===== src/rtl/banner_scroller.sv =====
// Scrolling digit banner: a run-time loaded message shown through a DIGITS-wide
// window that rotates left/right, bounces or holds on each divider tick.
module banner_scroller #(
    parameter int DIGITS = 3,
    parameter int DEPTH  = 16,
    parameter int DW     = 5,
    parameter int AW     = 4
) (
    input  logic                 i_clk,
    input  logic                 i_reset_n,
    input  logic                 i_tick,
    input  logic                 i_pause,
    input  logic [1:0]           i_mode,
    input  logic                 i_wr_en,
    input  logic [AW-1:0]        i_wr_addr,
    input  logic [DW-1:0]        i_wr_data,
    input  logic                 i_len_wr,
    input  logic [AW:0]          i_len_data,
    output logic [DIGITS*DW-1:0] o_digits,
    output logic                 o_event
);

    typedef enum logic [1:0] {
        MODE_LEFT   = 2'b00,
        MODE_RIGHT  = 2'b01,
        MODE_BOUNCE = 2'b10,
        MODE_HOLD   = 2'b11
    } mode_t;

    localparam logic [AW:0] DEPTH_L = (AW+1)'(DEPTH);
    localparam logic [AW:0] ONE     = (AW+1)'(1);
    // A window wider than the store can never leave room to bounce.
    localparam logic [AW:0] SPAN    = (DIGITS >= DEPTH) ? DEPTH_L : (AW+1)'(DIGITS);

    logic [DW-1:0]        r_mem [DEPTH];
    logic [AW:0]          r_len;
    logic [AW:0]          r_pos;
    logic                 r_dir;
    logic [DIGITS*DW-1:0] r_digits;
    logic                 r_event;

    logic                 w_adv;
    logic [AW:0]          w_limit;
    logic [AW:0]          w_posNext;
    logic                 w_dirNext;
    logic                 w_evtNext;
    logic [AW:0]          w_idx [DIGITS];
    logic [DIGITS*DW-1:0] w_window;

    function automatic logic [AW:0] modLen(input logic [AW:0] x, input logic [AW:0] m);
        logic [AW:0] r;
        r = x;
        for (int i = 0; i < DEPTH; i++) begin
            if (m != '0 && r >= m) r = r - m;
        end
        return r;
    endfunction

    assign w_adv   = i_tick & ~i_pause & (mode_t'(i_mode) != MODE_HOLD);
    assign w_limit = (r_len > SPAN) ? (r_len - SPAN) : '0;

    always_comb begin
        w_posNext = r_pos;
        w_dirNext = r_dir;
        w_evtNext = 1'b0;
        if (i_len_wr) begin
            w_posNext = '0;
            w_dirNext = 1'b0;
        end else if (w_adv && r_len != '0) begin
            case (mode_t'(i_mode))
                MODE_LEFT: begin
                    if (r_pos + ONE < r_len) begin
                        w_posNext = r_pos + ONE;
                    end else begin
                        w_posNext = '0;
                        w_evtNext = 1'b1;
                    end
                end
                MODE_RIGHT: begin
                    if (r_pos >= r_len) begin
                        w_posNext = '0;
                        w_evtNext = 1'b1;
                    end else if (r_pos != '0) begin
                        w_posNext = r_pos - ONE;
                    end else begin
                        w_posNext = r_len - ONE;
                        w_evtNext = 1'b1;
                    end
                end
                MODE_BOUNCE: begin
                    if (r_pos > w_limit) begin
                        w_posNext = w_limit;
                        w_dirNext = 1'b1;
                    end else if (w_limit == '0) begin
                        w_posNext = r_pos;
                    end else if (!r_dir) begin
                        if (r_pos < w_limit) begin
                            w_posNext = r_pos + ONE;
                        end else begin
                            w_posNext = w_limit - ONE;
                            w_dirNext = 1'b1;
                            w_evtNext = 1'b1;
                        end
                    end else if (r_pos != '0) begin
                        w_posNext = r_pos - ONE;
                    end else begin
                        w_posNext = ONE;
                        w_dirNext = 1'b0;
                        w_evtNext = 1'b1;
                    end
                end
                default: begin
                    w_posNext = r_pos;
                end
            endcase
        end
    end

    // Each index stays below len, so memory reads never leave the loaded range.
    always_comb begin
        w_window = '1;
        w_idx[0] = modLen(r_pos, r_len);
        for (int k = 1; k < DIGITS; k++) begin
            w_idx[k] = (w_idx[k-1] + ONE == r_len) ? '0 : w_idx[k-1] + ONE;
        end
        if (r_len != '0) begin
            for (int k = 0; k < DIGITS; k++) begin
                w_window[(DIGITS-k)*DW-1 -: DW] = r_mem[w_idx[k][AW-1:0]];
            end
        end
    end

    always_ff @(posedge i_clk) begin
        if (!i_reset_n) begin
            for (int i = 0; i < DEPTH; i++) begin
                r_mem[i] <= DW'(i[3:0]);
            end
        end else if (i_wr_en) begin
            r_mem[i_wr_addr] <= i_wr_data;
        end
    end

    always_ff @(posedge i_clk) begin
        if (!i_reset_n) begin
            r_len    <= DEPTH_L;
            r_pos    <= '0;
            r_dir    <= 1'b0;
            r_digits <= '1;
            r_event  <= 1'b0;
        end else begin
            if (i_len_wr) begin
                r_len <= (i_len_data > DEPTH_L) ? DEPTH_L : i_len_data;
            end
            r_pos    <= w_posNext;
            r_dir    <= w_dirNext;
            r_digits <= w_window;
            r_event  <= w_evtNext;
        end
    end

    assign o_digits = r_digits;
    assign o_event  = r_event;

endmodule


===== config.mk =====
export PLATFORM = sky130hd
export DESIGN_NAME = banner_scroller
export DESIGN_NICKNAME = d
export VERILOG_FILES = /design/src/rtl/banner_scroller.sv
export SDC_FILE = /design/constraint.sdc
export NUM_CORES = 1
export LEC_CHECK = 0
export CAP_MARGIN = 20
export CORE_AREA = 2 2 196 198
export DETAILED_ROUTE_END_ITERATION = 10
export DIE_AREA = 0 0 198 200
export PLACE_DENSITY_LB_ADDON = 0.12
export SYNTH_ARGS = -nofsm -noshare
export SYNTH_HDL_FRONTEND = slang
export SYNTH_SLANG_ARGS = --single-unit

===== constraint.sdc =====
create_clock -name i_clk -period 32.5 [get_ports i_clk]
set_input_delay 9.75 -clock i_clk [delete_from_list [all_inputs] [get_ports i_clk]]
set_output_delay 9.75 -clock i_clk [all_outputs]
set_load 0.005 [all_outputs]

==> results.cfg, run 1 <==
[drt]
via_count = 12200
firstDrtPassIters = 5
drt-initial-drc-count = 973
drc = 0
routed_via_density = 5.70
drt-wirelength-per-cell_um = 20.6
ant_nets = 0
drt_wl_total_mm = 44.1

[synth]
synth_common_cells = 174 x nand2_1, 147 x nor2_1, 121 x o21ai_0
ys_ff_latch = 107
synth_edf_count = 80
synth_seq_area_share_pct = 22.7
avgSynthCellArea_um2 = 7.99
synthArstFlopShare_pct = 0
synth_top_area_share_pct = 18.5
syn_area_mm2 = 0.0130
yosysWarnings = 0
synthCells = 1621
synth.distinct_cells = 98
yosysTopAreaCell = edfxtp_1
synth.most_common_cell = nand2_1
syn-num-nets = 1761
ys.flop_type = edfxtp_1
synth_area_leaders = edfxtp_1 19%, ha_1 9.8%, nand2_1 5.0%

[cts]
cts_sinks = 107
clockBufferDepth = 2
htreeDepth = 3
clk_latency_ns = 0.37
cts_made_buffers = 9
postCtsHoldBufs = 0
root_buffer = clkbuf_16
clk_pin_slew_ns = 0.08
cts_tree = yes

[global_routing]
antenna_found_initial = 0
grt_pass1_wl_mm = 67.9
grt_overflow = 0
grt_max_degree = 51
grtUsageTotal_pct = 22.1
grt_pass1_vias = 11700

[floorplan]
io_pins = 38
dieArea_mm2 = 0.0396
rows = 71
coreArea_mm2 = 0.0374
die_y_um = 200
initial_utilization_pct = 34.6
die_w_um = 198

[sta]
finalCritPeriodShare_pct = 93.9
slew_violations = 0
worst_pin_slew_ns = 0.982
min_period_ns = 30.52
hold_ws_ns = 0.686
slew_headroom_pct = 34.4
final_hold_viol_count = 0
skew_ns = 0.00664
clock.fmax_mhz = 32.8
finalSetupViolCount = 0
setup_ws_ns = 1.98

[cells_and_area]
final_layout_size_suffix_gt1_share_pct = 9.14
design_area_mm2 = 0.0144
fillers = 3886
ff_latch_area_mm2 = 0.00295
multi_input_area_mm2 = 0.00953
area_growth_pct = 10.9
finalNetCount = 1765
diodes = 0

[critical_path]
cp_max_fo = 31
startpoint = r_len[0]$_SDFFE_PN0P_
path_class = register to register
path_delay_family = compound AO/OA/AOI/OAI gates
r2r_cells = 131
crit_end = o_digits[3]$_SDFF_PN1_
cpPeakStageDelay_ns = 0.62
endpoint_kind = register
crit_buf_inv = 14
crit_top_cell = ha_1
cp.required_ns = 32.74
path_depth = 131
rr_endpoint = o_digits[3]$_SDFF_PN1_
crit_arrival_ns = 30.76
slowest_stage = or4b_4
r2r_start = r_len[0]$_SDFFE_PN0P_
regToRegSetupSlack_ns = 1.98
startpoint_type = register

[run]
maxCapViolations = 0

[outcome]
status = finished clean

[placed_design]
place.port_buffers = 37
gp_congestion = 0.881
dpl.hpwl_mm = 32.6
pre_cts_slack_ns = -0.145
post_dp_cell_area_mm2 = 0.0138

[worst_hold_path]
hp-class = register to register
worst min-delay path: cells and delay by family, from the launching register on:
| family | cells | cell delay (ns) |
|---|---|---|
| DFF | 1 | 0.45 |
| AOI/OAI and AO/OA | 2 | 0.20 |
state kept, by name, indices dropped and copies added (netlist names):
name / cells
r_len: 5
r_dir: 1
o_digits: 15
r_pos: 5
r_mem: 80
o_event: 1
routing by layer:
layer,track usage (%),vias up,share of wire [%]
met5,0,-,0
met4,7.44,0,2.5
met3,2.17,61,4.6
met2,38.1,341,48
met1,29.0,5841,45
li1,-,5969,-
cells by family after synthesis:
logic type,share of synthesized area (%)
multiplexers,6.46
XOR/XNOR,3.98
AND/OR/NAND/NOR,23.5
AO/OA/AOI/OAI,26.1
flip-flops,22.7
adder cells (fa/ha/maj),12.3
buffers and inverters,4.92
how the worst min path moves through the flow:
stage | start | to | slack (ns) | cells after the start
6_report | r_dir$_SDFFE_PP0P_ | r_dir$_SDFFE_PP0P_ | 0.69 | 2
5_1_grt | r_dir$_SDFFE_PP0P_ | r_dir$_SDFFE_PP0P_ | 0.74 | 2
4_1_cts | r_dir$_SDFFE_PP0P_ | r_dir$_SDFFE_PP0P_ | 0.68 | 2
3_5_place_dp | r_dir$_SDFFE_PP0P_ | r_dir$_SDFFE_PP0P_ | 0.67 | 2
3_3_place_gp | r_dir$_SDFFE_PP0P_ | r_dir$_SDFFE_PP0P_ | 0.68 | 2
2_1_floorplan | r_pos[3]$_SDFFE_PP0P_ | r_pos[3]$_SDFFE_PP0P_ | 0.58 | 2
cells in the final DEF (no fill, tap or decap), types with 33 or more instances in the layout:
| cell | n |
|---|---|
| nand2_1 | 174 |
| mux2i_1 | 60 |
| o21a_1 | 33 |
| edfxtp_1 | 80 |
| or3_1 | 42 |
| buf_4 | 35 |
| xnor2_1 | 36 |
| o21ai_0 | 118 |
| a21oi_1 | 93 |
| inv_1 | 70 |
| nand3_1 | 37 |
| ha_1 | 101 |
| nor2_1 | 143 |
| and2_1 | 61 |
| a21o_1 | 37 |
| nor3_1 | 36 |
| clkdlybuf4s50_1 | 37 |
timing repair:
item / 4_1_cts / 5_1_grt
endpoints found under the setup margin: 5 / 10
resized for setup: 2 / 36
gates cloned: 0 / 2
pin swaps: 0 / 5
buffers inserted: 0 / 17
through the flow:
step,setup TNS [ns],utilization (%),instances
after detailed placement,-0.387,36.8,2106
after CTS,0,37.7,2122
after global placement,0,36.8,2106
after floorplan,0,-,1621
after global routing,-0.118,38.4,2141
final,0,38.4,2141
cell type report:
cell class	instances	area share, %
Clock inverter	7	0.749
Multi-Input combinational cell	1360	66.3
Sequential cell	107	20.5
Clock buffer	9	1.57
Tap cell	511	4.45
Inverter	74	1.93
Timing Repair Buffer	73	4.48
Power of run 1 is not shown: default switching activity piles up to over one toggle a cycle in this logic, so the estimate is an artifact.
==> run 2, diff against run 1 <==
clock period = 34.1 ns   (was 32.5 ns; I/O delays follow)
==> results.cfg, run 2 (synthesis results as in run 1) <==
[outcome]
status = finished clean

[sta]
rsz0062_at_grt = false
finalSetupViolCount = 0
slew_headroom_pct = 36.7
worst_pin_slew_ns = 0.946
final_hold_viol_count = 0
min_period_ns = 31.87
clock.fmax_mhz = 31.4
slew_violations = 0
finalCritPeriodShare_pct = 93.5
setup_tns_ns = 0
skew_ns = 0.0131

[drt]
routed_via_density = 5.70
drt-initial-drc-count = 1023
drc = 0
via_count = 12100
ant_nets = 0
drt-wirelength-per-cell_um = 20.6
firstDrtPassIters = 6
drt_wl_total_mm = 43.8

[worst_hold_path]
hp-class = register to register

[global_routing]
antenna_found_initial = 0
grt_pass1_wl_mm = 67.9
grt_overflow = 0
grt_pass1_vias = 11600
grt_max_degree = 51
grtUsageTotal_pct = 22.1

[floorplan]
die_y_um = 200
die_w_um = 198
initial_utilization_pct = 34.6
dieArea_mm2 = 0.0396
rows = 71
coreArea_mm2 = 0.0374
io_pins = 38

[cts]
htreeDepth = 3
clockBufferDepth = 2
root_buffer = clkbuf_16
cts_made_buffers = 9
clk_latency_ns = 0.36
clk_pin_slew_ns = 0.08
cts_tree = yes
cts_sinks = 107

[run]
maxCapViolations = 0

[cells_and_area]
diodes = 0
layoutNonFillerInstCount = 2130
fin_util_pct = 38.0
multi_input_area_mm2 = 0.00948
final_common_cell = nand2_1
ff_latch_area_mm2 = 0.00295
final_layout_size_suffix_gt1_share_pct = 7.72
mostFrequentLayoutCells = 174 x nand2_1, 145 x nor2_1, 117 x o21ai_0
top_register = r_mem
area_growth_pct = 9.64
largest_reg_flops = 80
finalNetCount = 1754
fillers = 3873

[critical_path]
crit_top_cell = ha_1
startpoint_type = register
crit_arrival_ns = 32.17
cpPeakStageDelay_ns = 0.72
slowest_stage = or4b_4
path_class = register to register
endpoint_kind = register
cp.required_ns = 34.40
cp_max_fo = 33

[placed_design]
dp_cells = 2108
dpl.hpwl_mm = 32.9
place.port_buffers = 37
gp_congestion = 0.902
[run 2: cell count changes in the layout (fill, tap and decap cells not counted), sizes merged]
| cell | before | now |
|---|---|---|
| or2 | 8 | 7 |
| clkinv | 4 | 5 |
| clkinvlp | 1 | 2 |
| buf | 36 | 27 |
| clkbuf | 9 | 13 |
| inv | 74 | 70 |
| or4b | 2 | 1 |
| bufinv | 2 | 0 |
[run 2: layout make-up]
cell class	instances	area share, %
clock buffer	13	1.84
clock inverter	3	0.150
inverter	74	1.98
multi-input combinational	1358	66.8
sequential	107	20.7
tap	511	4.50
timing repair buffer	64	4.03
[run 2: layer usage]
| layer | global-route usage [%] | up-vias | share of wire (%) |
|---|---|---|---|
| met4 | 7.66 | 0 | 3.0 |
| li1 | - | 5925 | - |
| met2 | 38.4 | 330 | 48 |
| met3 | 1.68 | 71 | 3.6 |
| met1 | 29.1 | 5818 | 45 |
| met5 | 0 | - | 0 |
[run 2: worst max-delay path: cells and delay by family, from the launching register on]
kind                     cells  cell delay, ns
AO/OA/AOI/OAI               66           15.72
AND/OR/NAND/NOR             33            6.18
adder cells (fa/ha/maj)     18            5.68
buffers and inverters       13            2.50
multiplexers                 3            1.12
flip-flops                   1            0.41
XOR/XNOR                     1            0.10
[run 2: path summary, 6_finish.rpt]
check | startpoint | endpoint | slack [ns] | cells past startpoint
setup reg to reg | r_len[0]$_SDFFE_PN0P_ | o_digits[0]$_SDFF_PN1_ | 2.23 | 134
hold / removal | r_len[4]$_SDFFE_PN1P_ | r_len[4]$_SDFFE_PN1P_ | 0.70 | 2
setup / recovery | r_len[0]$_SDFFE_PN0P_ | o_digits[0]$_SDFF_PN1_ | 2.23 | 134
hold reg to reg | r_len[4]$_SDFFE_PN1P_ | r_len[4]$_SDFFE_PN1P_ | 0.70 | 2
[run 2: what timing repair did]
item                                    4_1_cts  5_1_grt
endpoints found under the setup margin        0        7
hold buffers                                  0        0
setup buffers                                 0        6
gates resized for setup                       0       25
[run 2: per-stage QoR]
stage / hold WS (ns) / area [um^2] / setup slack, ns
6_report: 0.701 / 14200 / 2.23
5_1_grt: 0.723 / 14200 / 0.0400
4_1_cts: 0.685 / 14100 / 0.343
3_5_place_dp: 0.673 / 13800 / 0.530
3_3_place_gp: 0.676 / 13800 / 0.878
2_1_floorplan: 0.582 / 13000 / 5.11
Power of run 2 is left out for the same reason.
